`config.mk`:
```
export PLATFORM = sky130hd
export DESIGN_NAME = traffic_countdown_disp
export DESIGN_NICKNAME = d
export VERILOG_FILES = /design/src/rtl/traffic_countdown_disp_pkg.sv /design/src/rtl/traffic_countdown_disp_seg7_decoder.sv /design/src/rtl/traffic_countdown_disp.sv
export SDC_FILE = /design/constraint.sdc
export NUM_CORES = 1
export LEC_CHECK = 0
export CAP_MARGIN = 20
export CORE_MARGIN = 5
export CORE_UTILIZATION = 30
export DETAILED_ROUTE_END_ITERATION = 7
export SYNTH_ARGS = -nofsm -noshare
export SYNTH_HDL_FRONTEND = slang
export SYNTH_HIERARCHICAL = 1
export SYNTH_SLANG_ARGS = --single-unit
```
`constraint.sdc`:
```
create_clock -name clk -period 6.2 [get_ports clk]
set_input_delay 1.86 -clock clk [delete_from_list [all_inputs] [get_ports clk]]
set_output_delay 1.86 -clock clk [all_outputs]
set_load 0.005 [all_outputs]
```
`src/rtl/traffic_countdown_disp_pkg.sv`:
```
// Shared colour codes, segment patterns and digit-scan positions for the
// traffic countdown display.
package traffic_countdown_disp_pkg;

  localparam logic [2:0] COL_RED = 3'b100;
  localparam logic [2:0] COL_YEL = 3'b010;
  localparam logic [2:0] COL_GRN = 3'b001;

  // Segment order is {g,f,e,d,c,b,a}, active-high.
  localparam logic [6:0] SEG_BLANK = 7'b0000000;
  localparam logic [6:0] SEG_DASH  = 7'b1000000;

  typedef enum logic [1:0] {
    DIG_A_TENS = 2'd0,
    DIG_A_ONES = 2'd1,
    DIG_B_TENS = 2'd2,
    DIG_B_ONES = 2'd3
  } digit_sel_e;

  function automatic logic [6:0] seg_of_digit(input logic [3:0] d);
    case (d)
      4'd0:    return 7'b0111111;
      4'd1:    return 7'b0000110;
      4'd2:    return 7'b1011011;
      4'd3:    return 7'b1001111;
      4'd4:    return 7'b1100110;
      4'd5:    return 7'b1101101;
      4'd6:    return 7'b1111101;
      4'd7:    return 7'b0000111;
      4'd8:    return 7'b1111111;
      4'd9:    return 7'b1101111;
      default: return SEG_BLANK;
    endcase
  endfunction

endpackage

```
`src/rtl/traffic_countdown_disp_seg7_decoder.sv`:
```
// Combinational 7-segment decoder: blank overrides dash, dash overrides the digit.
module seg7_decoder
  import traffic_countdown_disp_pkg::*;
(
  input  logic [3:0] digit,
  input  logic       blank,
  input  logic       dash,
  output logic [6:0] seg
);

  always_comb begin
    seg = seg_of_digit(digit);
    if (dash) seg = SEG_DASH;
    if (blank) seg = SEG_BLANK;
  end

endmodule

```
`src/rtl/traffic_countdown_disp.sv`:
```
// Per-street seconds-remaining countdown with a 4-digit multiplexed 7-segment
// display. Optional feature macro: COUNTDOWN_BLINK_EN (blink digits when cnt<=3).
module traffic_countdown_disp
  import traffic_countdown_disp_pkg::*;
#(
  parameter int TICK_DIV   = 50_000_000,
  parameter int SCAN_DIV   = 50_000,
  parameter int GREEN_SEC  = 25,
  parameter int YELLOW_SEC = 3,
  parameter int RED_SEC    = 28
) (
  input  logic       clk,
  input  logic       rst_n,
  input  logic [2:0] street_a,
  input  logic       street_a_pri_lamp,
  input  logic [2:0] street_b,
  input  logic       street_b_pri_lamp,
  output logic [6:0] cnt_a,
  output logic [6:0] cnt_b,
  output logic [6:0] seg,
  output logic [3:0] digit_en
);

  localparam int TW = $clog2(TICK_DIV);
  localparam int SW = (SCAN_DIV > 1) ? $clog2(SCAN_DIV) : 1;

  logic [TW-1:0] div_q, div_d;
  logic [SW-1:0] scan_q, scan_d;
  logic          tick, scan_step;
  digit_sel_e    idx_q, idx_d;
  logic [1:0]    idx_bits;
  logic [6:0]    cnt_a_q, cnt_a_d, cnt_b_q, cnt_b_d;
  logic [2:0]    prev_a_q, prev_b_q;
  logic [6:0]    seg_q, seg_d;
  logic [3:0]    digit_en_q, digit_en_d;

  logic [6:0]    sel_cnt;
  logic [2:0]    sel_code;
  logic          sel_pri, blink_on;
  logic [3:0]    tens, ones, dec_digit;
  logic          dec_blank, dec_dash;
  logic [6:0]    dec_seg;

  function automatic logic [6:0] colour_dur(input logic [2:0] code);
    case (code)
      COL_RED: return 7'(RED_SEC);
      COL_YEL: return 7'(YELLOW_SEC);
      COL_GRN: return 7'(GREEN_SEC);
      default: return 7'd0;
    endcase
  endfunction

  // Invalid code clears, a colour change reloads (even on a tick), else count down.
  function automatic logic [6:0] next_cnt(input logic [2:0] code, input logic [2:0] prev,
                                          input logic tick_i, input logic pri_i,
                                          input logic [6:0] cnt);
    if (!$onehot(code)) return 7'd0;
    if (code != prev) return colour_dur(code);
    if (tick_i && !pri_i && (cnt != 7'd0)) return cnt - 7'd1;
    return cnt;
  endfunction

  always_comb begin
    tick      = (div_q == TW'(TICK_DIV - 1));
    div_d     = tick ? '0 : div_q + TW'(1);
    scan_step = (scan_q == SW'(SCAN_DIV - 1));
    scan_d    = scan_step ? '0 : scan_q + SW'(1);
    cnt_a_d   = next_cnt(street_a, prev_a_q, tick, street_a_pri_lamp, cnt_a_q);
    cnt_b_d   = next_cnt(street_b, prev_b_q, tick, street_b_pri_lamp, cnt_b_q);
  end

  // Scan mux feeds a single decoder; blanking uses the last registered colour code.
  always_comb begin
    idx_bits  = idx_q;
    sel_cnt   = idx_bits[1] ? cnt_b_q : cnt_a_q;
    sel_code  = idx_bits[1] ? prev_b_q : prev_a_q;
    sel_pri   = idx_bits[1] ? street_b_pri_lamp : street_a_pri_lamp;
    tens      = 4'(sel_cnt / 7'd10);
    ones      = 4'(sel_cnt % 7'd10);
    dec_digit = idx_bits[0] ? ones : tens;
`ifdef COUNTDOWN_BLINK_EN
    blink_on  = (sel_cnt <= 7'd3) && (div_q >= TW'(TICK_DIV / 2));
`else
    blink_on  = 1'b0;
`endif
    dec_dash  = sel_pri;
    dec_blank = !$onehot(sel_code) ||
                (!sel_pri && (blink_on || (!idx_bits[0] && (tens == 4'd0))));
  end

  seg7_decoder u_seg7_decoder (
    .digit (dec_digit),
    .blank (dec_blank),
    .dash  (dec_dash),
    .seg   (dec_seg)
  );

  // digit_en and seg update on the same edge so a digit never shows its neighbour's pattern.
  always_comb begin
    idx_d      = idx_q;
    seg_d      = seg_q;
    digit_en_d = digit_en_q;
    if (scan_step) begin
      seg_d      = dec_seg;
      digit_en_d = 4'b0001 << idx_bits;
      idx_d      = digit_sel_e'(idx_bits + 2'd1);
    end
  end

  always_ff @(posedge clk) begin
    if (!rst_n) begin
      div_q      <= '0;
      scan_q     <= '0;
      idx_q      <= DIG_A_TENS;
      cnt_a_q    <= '0;
      cnt_b_q    <= '0;
      prev_a_q   <= 3'b000;
      prev_b_q   <= 3'b000;
      seg_q      <= SEG_BLANK;
      digit_en_q <= '0;
    end else begin
      div_q      <= div_d;
      scan_q     <= scan_d;
      idx_q      <= idx_d;
      cnt_a_q    <= cnt_a_d;
      cnt_b_q    <= cnt_b_d;
      prev_a_q   <= street_a;
      prev_b_q   <= street_b;
      seg_q      <= seg_d;
      digit_en_q <= digit_en_d;
    end
  end

  assign cnt_a    = cnt_a_q;
  assign cnt_b    = cnt_b_q;
  assign seg      = seg_q;
  assign digit_en = digit_en_q;

endmodule
```
After elaboration in Yosys (flattened, before gate mapping)
Memories as Yosys holds them, arrays and structs flattened.
Index checks and enable logic that the tools add are counted.
{ "op_classes": {"add_sub_neg": 11, "multipliers": 0, "div": 2, "order_cmp": 0, "n_eq_ne": 15, "n_shift": 1, "mux": 30, "bitwise": 1, "n_reduce_logical": 17} }
{ "ops": {"columns": ["cell", "n"], "rows": [
  ["7-bit 2-to-1 mux", 15],
  ["5-bit case mux with 3 select lines", 2],
  ["26-bit by 1-bit adder with 26-bit output, second input constant", 1],
  ["26-bit == test, second input constant", 1],
  ["16-bit by 1-bit adder with 16-bit output, second input constant", 1],
  ["16-bit == test, second input constant", 1],
  ["7-bit nonzero test", 2],
  ["7-bit by 1-bit subtractor with 7-bit output, second input constant", 2],
  ["1-bit 2-to-1 mux", 11],
  ["7-bit by 4-bit divider with 7-bit output, second input constant", 1],
  ["7-bit by 4-bit modulo with 7-bit output, second input constant", 1],
  ["1-bit by 1-bit adder with 2-bit output", 3],
  ["2-bit by 1-bit adder with 2-bit output", 3],
  ["2-bit by 1-bit == test with 1-bit output, second input constant", 3],
  ["3-bit by 1-bit == test with 1-bit output, second input constant", 2],
  ["3-bit by 2-bit == test with 1-bit output, second input constant", 2],
  ["3-bit == test, second input constant", 2],
  ["1-bit logical AND", 6],
  ["3-bit by 1-bit inequality test with 1-bit output, second input constant", 2],
  ["3-bit inequality test", 2],
  ["1-bit logical NOT", 5],
  ["4-bit logical NOT", 1],
  ["4-bit 2-to-1 mux", 1],
  ["2-bit OR reduction", 2],
  ["5 further kinds", 5]
]} }
{ "totals": {"regBits": 75, "latch_bits": 0, "ramBits": 0, "mem_bits_ro": 112, "inputBits": 10, "out_inout_bits": 25, "wordCells": 87, "mem_count": 1} }
{ "mem_list": {"columns": ["name", "depth", "word_bits", "rd", "rd_ports_with_merged_regs", "write_ports", "line_no", "source"], "rows": [
  ["(name not given)", 16, 7, 1, 0, 0, "traffic_countdown_disp_pkg.sv:21", "case (d)"]
]} }

Logic depth before layout (Yosys ltp)
Gate-level depths: netlist of the first run.
{ "depth": {"ltp_word": 9, "ltp_mapped": 20, "mapped_depth_nobuf": 18} }

By module
The synthesis of the first run kept the hierarchy.
{ "modules_own_cells": {"columns": ["module", "n_inst", "cells_each", "area_each_um2", "seq_area_each_um2"], "rows": [
  ["traffic_countdown_disp", 1, 465, 4093.9, 1501.4],
  ["seg7_decoder", 1, 29, 242.7, 0.0]
]} }

Least setup slack after synthesis of the first run
Ideal clock, no wire load.
{ "synth_path": {"path_kind": "register to register", "startpoint": "register idx_q[1] (netlist: idx_bits[1])", "endpoint": "register seg_q[0] (netlist: seg[0])", "setup_ps": 65, "arrival_time_ps": 3714, "path_slack_ps": 2421, "path_stages_with_launch": 20, "path_buffers": 1, "synth_period_minus_slack_ps": 3779, "cell_sequence": "dfxtp_1 -> buf_2 -> mux2i_1 -> nor3_1 -> a21oi_1 -> o32ai_1 -> a21oi_1 -> ha_1 -> inv_1 -> o21ai_0 -> nand3_1 -> a211oi_2 -> xnor2_1 -> a21oi_1 -> inv_1 -> ha_1 -> mux2_4 -> a211oi_2 -> mux2i_1 -> nor2b_1"} }
{ "synth_between": {"word_cells_on_any_way": 18, "classes_between": "add/sub: 2; div: 2; eq/ne: 1; mux: 6; reduce/logical: 6; memory: 1"} }
{ "synth_lines": {"columns": ["item", "line_no", "source"], "rows": [
  ["from (decl)", "traffic_countdown_disp.sv:30", "digit_sel_e idx_q, idx_d;"],
  ["from (signal assigned)", "traffic_countdown_disp.sv:124", "idx_q <= idx_d;"],
  ["7-bit 2-to-1 mux (*)", "traffic_countdown_disp.sv:75", "sel_cnt = idx_bits[1] ? cnt_b_q : cnt_a_q;"],
  ["7-bit by 4-bit divider with 7-bit output or 7-bit by 4-bit modulo with 7-bit output (tied branches)", "traffic_countdown_disp.sv:78, traffic_countdown_disp.sv:79", null],
  ["4-bit 2-to-1 mux (*)", "traffic_countdown_disp.sv:80", "dec_digit = idx_bits[0] ? ones : tens;"],
  ["net dec_digit[1]", "traffic_countdown_disp.sv:40", "logic [3:0] tens, ones, dec_digit;"],
  ["memory 16 x 7 bit (*)", null, null],
  ["7-bit 2-to-1 mux (*)", "traffic_countdown_disp_seg7_decoder.sv:13", "if (dash) seg = SEG_DASH;"],
  ["7-bit 2-to-1 mux (*)", "traffic_countdown_disp_seg7_decoder.sv:14", "if (blank) seg = SEG_BLANK;"],
  ["net dec_seg[0]", "traffic_countdown_disp.sv:42", "logic [6:0] dec_seg;"],
  ["to (signal assigned)", "traffic_countdown_disp.sv:129", "seg_q <= seg_d;"],
  ["to (decl)", "traffic_countdown_disp.sv:34", "logic [6:0] seg_q, seg_d;"]
]} }
Mark *: on every way through the listed nets, which the timed path passes. The rest lies on a longest branch.
A chain may end at the register's enable or synchronous reset.

Final worst setup path of the first run
{ "layout_path": {"startpoint": "register idx_q[1] (netlist: idx_bits[1])", "endpoint": "register seg_q[6] (netlist: seg[6])"} }
The elaborated chain is that of the path after synthesis.

==> flow_metrics.env, run 1 <==
export IMPL_status="finished, final reports clean"
export IMPL_cp_slowest_cell="dfxtp_1"
export IMPL_grt_busiest_layer="met2"
export IMPL_setup_viol=0
export IMPL_drive_gt1_share_pct=6.87
export IMPL_cp_arrival_ns=5.16
export IMPL_crit_family="multiplexers"
export IMPL_cap_violations=0
export IMPL_fin_skew_ns=0.00637
export IMPL_overflow=0
export IMPL_firstDrtPassIters=4
export IMPL_ys_seq_elements=75
export IMPL_drc=0
export IMPL_ys_flop_type="dfxtp_1"
export IMPL_p_leak_nw=1.92
export IMPL_chipWidth_um=130
export IMPL_crit_top_cell="mux2i_1"
export IMPL_worstMarginPinSlew_ns=1.09
export IMPL_gr_usage_all_layers_pct=11.9
export IMPL_ant_nets=0
export IMPL_start_util_pct=30.2
export IMPL_synth_enable_flop_cells=0
export IMPL_cts_tree="built"
export IMPL_ios=35
export IMPL_hold_buffers=0
export IMPL_grt_use_met2_pct=19.8
export IMPL_cts_num_sinks=75
export IMPL_clk_latency_ns=0.33
export IMPL_rsz0062_at_grt="false"
export IMPL_p_int_uw=848
export IMPL_critPathKind="reg -> reg"
export IMPL_drt_wl_total_um=9610
export IMPL_drtIter0Drc=130
export IMPL_peakVddDrop_v=0.000109
export IMPL_avgSynthCellArea_um2=8.78
export IMPL_layout_commonest_cell="dfxtp_1"
export IMPL_gp_congestion=0.838
export IMPL_rrSetupSlack_ns=1.30
export IMPL_root_buffer="clkbuf_16"
export IMPL_dieArea_um2=17000
export IMPL_wire_per_inst_um=13.6
export IMPL_critPathMaxFanout=22
export IMPL_required_ns=6.46
export IMPL_switching_power_uw=235
export IMPL_n_antenna_cell=0
export IMPL_cp_num_buf_inv=1
export IMPL_hold_violations=0
export IMPL_cts_buffers=9
export IMPL_core_area_um2=14400
export IMPL_slew_viol_final=0
export IMPL_power_frac_seq_pct=46.1
export IMPL_gr_usage_met1_pct=15.1
export IMPL_async_reset_ff_share_pct=0
export IMPL_hpwl_um=7150
export IMPL_postSynthCellCount=494
export IMPL_cts_setup_buffers=0
export IMPL_crit_path_start_kind="flip-flop"
export IMPL_nNetsFinal=548
export IMPL_num_rows=44
export IMPL_grt_start_max_net_pins=26
export IMPL_synthDistinctLibCells=57
export IMPL_final_cell_mix="dfxtp_1 (75), nor2_1 (69), clkdlybuf4s50_1 (34)"
export IMPL_ctsResizeCount=0
export IMPL_syn2layout_area_growth_pct=17.8
export IMPL_crit_path_cell_trace="mux2i_1 > xnor2_1 > a21oi_1 > ha_1 > inv_1 > o21ai_0 > nand3_1 > a211oi_2 > mux2_2 > mux2i_1 > or4b_1 > o311ai_1 > mux2i_1 > nor2b_1"
export IMPL_min_period_ns=4.90
export IMPL_via_per_inst=4.90
export IMPL_maxSlewHeadroom_pct=26.9
export IMPL_synth_area_um2=4340
export IMPL_cpPeakStageDelay_ns=0.93
export IMPL_ctsHtreeMaxLevel=3
export IMPL_fin_crit_sh_pct=79.0
export IMPL_placed_area_um2=4820
export IMPL_clkPwrFrac_pct=46.7
export IMPL_finalInstanceArea_um2=5110
export IMPL_clk_path_buf_depth=2
export IMPL_max_freq_mhz=204
export IMPL_yosysSeqAreaShare_pct=34.6
export IMPL_antenna_found_initial=0
export IMPL_yosysWarningCount=6
export IMPL_die_height_um=130
export IMPL_finalSetupTns_ns=0
export IMPL_use_met3_pct=3.03
export IMPL_comb_power_share_pct=7.2
export IMPL_grt_pass1_vias=3436
export IMPL_pwr_density_cell_nw_per_um2=212
export IMPL_grt_pass1_wl_um=16300
export IMPL_vias=3470
export IMPL_switching_share_pct=21.7
export IMPL_synth_nets=523
export IMPL_io_buffers=34
export IMPL_endpoint_kind="flip-flop"
export IMPL_hp_class="reg -> reg"
export IMPL_clk_pin_slew_ns=0.05
==> worst paths after layout <==
path | to | cells past startpoint | start
worst max-delay path | seg[6] | 14 | idx_bits[1]
worst min-delay path | scan_q[0] | 1 | scan_q[0]
worst max register to register | seg[6] | 14 | idx_bits[1]
worst min register to register | scan_q[0] | 1 | scan_q[0]
==> worst reg2reg max path, cell delays in order (launching register included) <==
cell and delay [ns]:
dfxtp_1 0.93, mux2i_1 0.79, xnor2_1 0.23, a21oi_1 0.24
ha_1 0.31, inv_1 0.08, o21ai_0 0.08, nand3_1 0.12
a211oi_2 0.36, mux2_2 0.37, mux2i_1 0.52, or4b_1 0.49
o311ai_1 0.09, mux2i_1 0.10, nor2b_1 0.13
==> flip-flops by register name, summed over array words and instances, names as in the netlist <==
register and flops:
div_q 26, scan_q 16, cnt_a 7, cnt_b 7
seg 7, digit_en 4, prev_a_q 3, prev_b_q 3
idx_bits 2
==> cell families after synthesis <==
family                     share of synthesized area [%]
DFF                                                 34.6
adders and majority gates                           6.00
buffers and inverters                               3.49
and+or+nand+nor                                     27.2
xor gates and xnor gates                            12.9
AOI/OAI and AO/OA                                   7.91
muxes                                               7.88
==> power groups by stage <==
| stage | clock, mW | sequential (mW) | combinational [mW] |
|---|---|---|---|
| 4_1_cts | 0.522 | 0.499 | 0.0784 |
| 3_5_place_dp | 0 | 0.510 | 0.0777 |
| 6_report | 0.506 | 0.499 | 0.0775 |
| 2_1_floorplan | 0 | 0.507 | 0.0538 |
| 3_3_place_gp | 0 | 0.509 | 0.0764 |
| 5_1_grt | 0.546 | 0.500 | 0.0877 |
==> stage by stage <==
step,power (mW),std cells,hold WS [ns],util (%),worst slack [ns]
floorplan,0.561,494,0.426,-,2.42
detailed placement,0.587,692,0.447,33.5,1.35
finish,1.08,708,0.454,35.6,1.30
global route,1.13,708,0.500,35.6,0.750
CTS,1.10,708,0.459,35.6,1.31
global placement,0.586,692,0.437,33.5,1.47
==> routing by layer <==
| metal | part of all wire [%] | vias up |
|---|---|---|
| met3 | 3.6 | 10 |
| met4 | 1.1 | 0 |
| met2 | 48 | 62 |
| met1 | 47 | 1634 |
| met5 | 0 | - |
| li1 | - | 1764 |
==> cell usage after synthesis (3+ instances only) <==
cell,instances,share of area (%)
dfxtp_1,75,35
xnor2_1,32,6.5
or3_1,4,0.58
buf_2,4,0.46
xor2_1,32,6.5
nand4_1,9,1.3
nand2b_1,3,0.43
a21oi_1,20,2.3
nor4_1,7,1.0
inv_1,15,1.3
nand2_1,23,2.0
nor2_1,69,6.0
and2_1,10,1.4
nor3b_1,5,0.87
nor2b_1,12,1.7
or4_1,4,0.69
mux2i_1,20,4.6
clkbuf_1,15,1.3
o211a_1,3,0.69
ha_1,16,4.6
a211oi_1,4,0.69
nand3_1,26,3.0
and3_1,7,1.0
o21ai_0,5,0.58
nor4b_1,3,0.61
nand3b_1,4,0.69
fa_1,3,1.4
nor3_1,17,2.0
mux2_2,10,2.6
==> area by class of cell <==
| type | instances | area [µm²] |
|---|---|---|
| timing repair buffer | 35 | 348 |
| clock buffer | 14 | 254 |
| fill | 1472 | 9260 |
| clock inverter | 2 | 35.0 |
| multi-input combinational | 383 | 2680 |
| tap | 184 | 230 |
| sequential | 75 | 1500 |
| inverter | 15 | 56.3 |
(Power assumes the default switching activity.)
==> run 2: changes to the inputs <==
==> constraint.sdc (replaced) <==
create_clock -name clk -period 4.3 [get_ports clk]
set_input_delay 1.29 -clock clk [delete_from_list [all_inputs] [get_ports clk]]
set_output_delay 1.29 -clock clk [all_outputs]
set_load 0.005 [all_outputs]
==> run 2 against run 1 <==
Non-clock buffer count is 10 higher. Combinational power is 52% higher. Worst hold slack better by 0.010 ns. Flip-flop and latch count stayed put. Global-route usage is 0.46 points higher. Final area is 2.4% higher. Via count is 0.63% higher. Sequential power is 44% higher. Clock skew is 0.0060 ns higher. Clock power is 64% higher. Fmax is 26% higher. Critical path type unchanged. Routed wire length is 1.2% higher.
==> flow_metrics.env, run 2 (synthesis results as in run 1) <==
export IMPL_layout_commonest_cell="dfxtp_1"
export IMPL_overflow=0
export IMPL_critPathMaxFanout=11
export IMPL_final_core_util_pct=36.4
export IMPL_cts_setup_buffers=0
export IMPL_antenna_found_initial=0
export IMPL_hold_violations=0
export IMPL_grt_start_max_net_pins=26
export IMPL_die_height_um=130
export IMPL_peakVddDrop_v=0.000170
export IMPL_wire_per_inst_um=13.5
export IMPL_worstHoldEndpoint="scan_q[0]"
export IMPL_largest_register_ffs=26
export IMPL_rrSetupSlack_ns=0.40
export IMPL_chipWidth_um=130
export IMPL_n_antenna_cell=0
export IMPL_critPathKind="reg -> reg"
export IMPL_layout_setup_ws_ns=0.402
export IMPL_gp_congestion=0.829
export IMPL_largest_register="div_q"
export IMPL_setup_viol=0
export IMPL_clk_pin_slew_ns=0.06
export IMPL_switching_power_uw=376
export IMPL_clkPwrFrac_pct=49.9
export IMPL_hpwl_um=7310
export IMPL_slew_viol_final=0
export IMPL_p_leak_nw=2.00
export IMPL_ff2ff_path_depth=16
export IMPL_ctsResizeCount=0
export IMPL_clk_latency_ns=0.34
export IMPL_rsz0062_at_grt="false"
export IMPL_cts_tree="built"
export IMPL_switching_share_pct=22.6
export IMPL_firstDrtPassIters=4
export IMPL_hold_depth=1
export IMPL_root_buffer="clkbuf_16"
export IMPL_core_area_um2=14400
export IMPL_io_buffers=34
export IMPL_cts_buffers=9
export IMPL_grt_pass1_vias=3527
export IMPL_drt_wl_total_um=9730
export IMPL_drtIter0Drc=165
export IMPL_endpoint_kind="flip-flop"
export IMPL_cts_num_sinks=75
export IMPL_hold_buffers=0
export IMPL_min_period_ns=3.90
export IMPL_fin_crit_sh_pct=90.6
export IMPL_num_rows=44
export IMPL_clk_path_buf_depth=2
export IMPL_syn2layout_area_growth_pct=20.7
export IMPL_grt_pass1_wl_um=17000
export IMPL_vias=3492
export IMPL_hp_class="reg -> reg"
export IMPL_dieArea_um2=17000
export IMPL_hp_start="scan_q[0]"
export IMPL_power_frac_seq_pct=43.1
export IMPL_required_ns=4.57
export IMPL_reg2reg_from="idx_bits[1]"
export IMPL_start_util_pct=30.2
export IMPL_fin_skew_ns=0.0124
export IMPL_max_freq_mhz=257
export IMPL_drive_gt1_share_pct=9.55
export IMPL_hold_slack_ns=0.464
export IMPL_final_cell_mix="dfxtp_1 (74), nor2_1 (69), clkdlybuf4s50_1 (34)"
export IMPL_cp_arrival_ns=4.16
export IMPL_nNetsFinal=558
export IMPL_status="finished, final reports clean"
export IMPL_comb_power_share_pct=7.1
export IMPL_worstMarginPinSlew_ns=0.991
export IMPL_gr_usage_all_layers_pct=12.3
export IMPL_power_mw=1.67
export IMPL_ctsHtreeMaxLevel=3
export IMPL_dp_slack_ns=0.274
export IMPL_cap_violations=0
export IMPL_p_int_mw=1.29
export IMPL_drc=0
export IMPL_ios=35
export IMPL_maxSlewHeadroom_pct=33.7
export IMPL_pwr_density_cell_nw_per_um2=319
export IMPL_finalSetupTns_ns=0
export IMPL_reg_top3="div_q: 26 flops, scan_q: 16 flops"
export IMPL_ant_nets=0
export IMPL_r2r_end="seg[6]"
export IMPL_via_per_inst=4.86
export IMPL_crit_path_start_kind="flip-flop"
run 2: cell types whose count changed in the layout (fill, tap and decap cells not counted), sizes merged:
cell,before,now
buf,1,11
bufinv,1,2
clkbuf,14,10
clkinv,1,3
inv,15,16
run 2: final cells by class:
cell class              instances  area, µm²
well taps                     184        230
clock buffers                  10        239
repair buffers                 45        423
inverters                      15       56.3
flip-flops and latches         75       1500
multi-input cells             383       2680
clock inverters                 6       97.6
fillers                      1466       9140
run 2: layer usage:
| layer | GRT usage, % | vias to the layer above | share of wire (%) |
|---|---|---|---|
| met3 | 3.03 | 8 | 3.2 |
| met2 | 20.4 | 57 | 48 |
| met4 | 3.48 | 0 | 1.1 |
| li1 | - | 1788 | - |
| met5 | 0 | - | 0 |
| met1 | 16.0 | 1639 | 48 |
run 2: power groups by stage:
stage	clock network, mW	registers (mW)	logic (mW)
after CTS	0.855	0.718	0.119
final	0.831	0.718	0.118
after global routing	0.884	0.720	0.133
after floorplan	0	0.731	0.0776
after global placement	0	0.733	0.116
after detailed placement	0	0.734	0.118
run 2: per-stage QoR:
stage	instances	cell area (µm²)
final	718	5230
after floorplan	494	4340
after CTS	718	5230
after global routing	718	5230
after detailed placement	702	4890
after global placement	702	4890
run 2: worst max-delay path, cell delays in order (launching register included):
cell,delay (ns)
dfxtp_2,0.50
mux2_2,0.46
nor3_1,0.22
nor2_1,0.06
a21oi_1,0.23
ha_1,0.31
inv_1,0.08
o21ai_0,0.08
nand3_1,0.11
a211oi_2,0.33
mux2_2,0.38
mux2i_1,0.12
buf_4,0.17
or4b_1,0.45
o311ai_1,0.10
mux2i_1,0.11
nor2b_1,0.13
run 2: worst max-delay path by stage:
stage                startpoint     end  slack (ns)  cells after the start
floorplan           idx_bits[1]  seg[0]        0.52                     19
global placement    idx_bits[1]  seg[6]        0.41                     16
detailed placement  idx_bits[1]  seg[6]        0.27                     16
CTS                 idx_bits[1]  seg[6]        0.24                     16
global route        idx_bits[1]  seg[6]        0.03                     16
finish              idx_bits[1]  seg[6]        0.40                     16
==> run 3: changes to the inputs <==
--- a/config.mk
+++ b/config.mk
@@ -7,8 +7,10 @@
 export LEC_CHECK = 0
 export CAP_MARGIN = 20
 export CORE_MARGIN = 5
-export CORE_UTILIZATION = 30
+export CORE_UTILIZATION = 53
 export DETAILED_ROUTE_END_ITERATION = 7
+export PLACE_DENSITY = 0.77
+export REMOVE_ABC_BUFFERS = 1
 export SYNTH_ARGS = -nofsm -noshare
 export SYNTH_HDL_FRONTEND = slang
 export SYNTH_HIERARCHICAL = 1
==> run 3 against run 2 <==
Via count rose by 2.2%. Final cell count shrank 11%. Critical path depth up 2. Total power is 9.4% lower. Sequential power hardly changed. Combinational power about the same. Fmax fell by 3.1%. Flip-flop and latch count is the same. Largest cell class unchanged.
==> flow_metrics.env, run 3 (synthesis results as in run 1) <==
export IMPL_root_buffer="clkbuf_8"
export IMPL_cts_setup_buffers=0
export IMPL_vias=3569
export IMPL_fin_crit_sh_pct=93.5
export IMPL_overflow=0
export IMPL_peakVddDrop_v=0.000159
export IMPL_cp_slowest_cell="dfxtp_1"
export IMPL_grt_pass1_wl_um=15800
export IMPL_firstDrtPassIters=4
export IMPL_hp_class="reg -> reg"
export IMPL_placed_area_um2=4820
export IMPL_drive_gt1_share_pct=10.1
export IMPL_setup_viol=0
export IMPL_drc=0
export IMPL_finalSetupTns_ns=0
export IMPL_rrSetupSlack_ns=0.28
export IMPL_dp_slack_ns=0.228
export IMPL_cp_arrival_ns=4.29
export IMPL_wire_per_inst_um=14.4
export IMPL_largest_register="div_q"
export IMPL_chipWidth_um=100
export IMPL_drt_wl_total_um=9230
export IMPL_cts_tree="built"
export IMPL_cp_num_buf_inv=3
export IMPL_hold_buffers=0
export IMPL_nFillCells=700
export IMPL_fin_skew_ns=0.0230
export IMPL_status="finished, final reports clean"
export IMPL_hold_depth=1
export IMPL_ctsResizeCount=0
export IMPL_gp_congestion=0.945
export IMPL_cts_buffers=9
export IMPL_gr_usage_all_layers_pct=18.9
export IMPL_slew_viol_final=0
export IMPL_clk_path_buf_depth=2
export IMPL_dieArea_um2=10100
export IMPL_hp_start="scan_q[0]"
export IMPL_reg2reg_from="idx_bits[1]"
export IMPL_cts_num_sinks=75
export IMPL_multiInputGateArea_um2=2690
export IMPL_regArea_um2=1500
export IMPL_r2r_end="seg[3]"
export IMPL_nNetsFinal=561
export IMPL_drtIter0Drc=133
export IMPL_ios=35
export IMPL_reg_top3="div_q: 26 flops, scan_q: 16 flops"
export IMPL_grt_pass1_vias=3474
export IMPL_crit_family="compound AO/OA/AOI/OAI gates"
export IMPL_grt_start_max_net_pins=18
export IMPL_critPathKind="reg -> reg"
export IMPL_hpwl_um=6870
export IMPL_io_buffers=34
export IMPL_endpoint_kind="flip-flop"
export IMPL_crit_path_cell_trace="buf_4 > mux2_2 > nor2_1 > nor2_1 > a21oi_1 > ha_2 > inv_1 > o21ai_0 > nand3_1 > a211oi_2 > xnor2_1 > a21oi_2 > inv_1 > ha_1 > or2_2 > a211oi_1 > mux2i_1 > nor2b_1"
export IMPL_ctsHtreeMaxLevel=3
export IMPL_required_ns=4.57
export IMPL_worstHoldEndpoint="scan_q[0]"
export IMPL_start_util_pct=53.6
export IMPL_hold_violations=0
export IMPL_die_height_um=100
export IMPL_p_leak_nw=1.96
export IMPL_cap_violations=0
export IMPL_syn2layout_area_growth_pct=17.0
export IMPL_via_per_inst=5.56
export IMPL_max_freq_mhz=249
export IMPL_maxSlewHeadroom_pct=62.8
export IMPL_power_mw=1.51
export IMPL_ant_nets=0
export IMPL_clk_latency_ns=0.35
export IMPL_ff2ff_path_depth=18
export IMPL_n_antenna_cell=0
export IMPL_finalInstanceArea_um2=5070
export IMPL_final_cell_mix="dfxtp_1 (75), nor2_1 (69), clkdlybuf4s50_1 (34)"
export IMPL_layout_commonest_cell="dfxtp_1"
export IMPL_min_period_ns=4.02
export IMPL_core_area_um2=8090
export IMPL_crit_path_start_kind="flip-flop"
export IMPL_num_rows=33
export IMPL_antenna_found_initial=0
export IMPL_layout_setup_ws_ns=0.279
export IMPL_cpPeakStageDelay_ns=0.46
export IMPL_critPathMaxFanout=12
export IMPL_pwr_density_cell_nw_per_um2=297
export IMPL_largest_register_ffs=26
export IMPL_clk_pin_slew_ns=0.09
export IMPL_worstMarginPinSlew_ns=0.553
-- run 3: metal layers --
layer	vias up	GRT usage [%]	part of all wire, %
li1	1783	-	-
met1	1694	23.3	46
met2	79	33.2	49
met3	13	2.91	3.2
met4	0	6.84	1.9
met5	-	0	0
-- run 3: worst max-delay path by stage --
stage / from / to / slack [ns] / depth (start not counted)
after floorplan: idx_bits[1] / seg[6] / -0.06 / 16
after global placement: idx_bits[1] / seg[3] / 0.48 / 18
after detailed placement: idx_bits[1] / seg[3] / 0.23 / 18
after CTS: idx_bits[1] / seg[3] / 0.18 / 18
after global routing: idx_bits[1] / seg[3] / -0.02 / 18
final: idx_bits[1] / seg[3] / 0.28 / 18
-- run 3: final cells by class --
cell class	count	area share (%)
flip-flops and latches	75	29.6
repair buffers	48	8.78
well taps	105	2.59
clock inverters	5	2.12
multi-input cells	383	53.0
clock buffers	11	2.79
inverters	15	1.11
-- run 3: worst register-to-register path, stage by stage, from the launching register on --
cell and delay (ns):
dfxtp_1 0.46, buf_4 0.22, mux2_2 0.44, nor2_1 0.13, nor2_1 0.05, a21oi_1 0.24
ha_2 0.29, inv_1 0.06, o21ai_0 0.09, nand3_1 0.12, a211oi_2 0.35, xnor2_1 0.16
a21oi_2 0.28, inv_1 0.13, ha_1 0.21, or2_2 0.27, a211oi_1 0.23, mux2i_1 0.10
nor2b_1 0.12
-- run 3: report_power, final --
group	total, mW	switching (mW)	internal, mW
registers	0.718	0.0135	0.705
clock network	0.671	0.266	0.405
logic	0.120	0.0636	0.0561
-- run 3: stage by stage --
step | utilization (%) | hold slack (ns) | std cells
floorplan | - | 0.426 | 473
global placement | 59.5 | 0.445 | 626
detailed placement | 59.5 | 0.468 | 626
CTS | 62.6 | 0.484 | 642
global route | 62.7 | 0.495 | 642
finish | 62.7 | 0.473 | 642
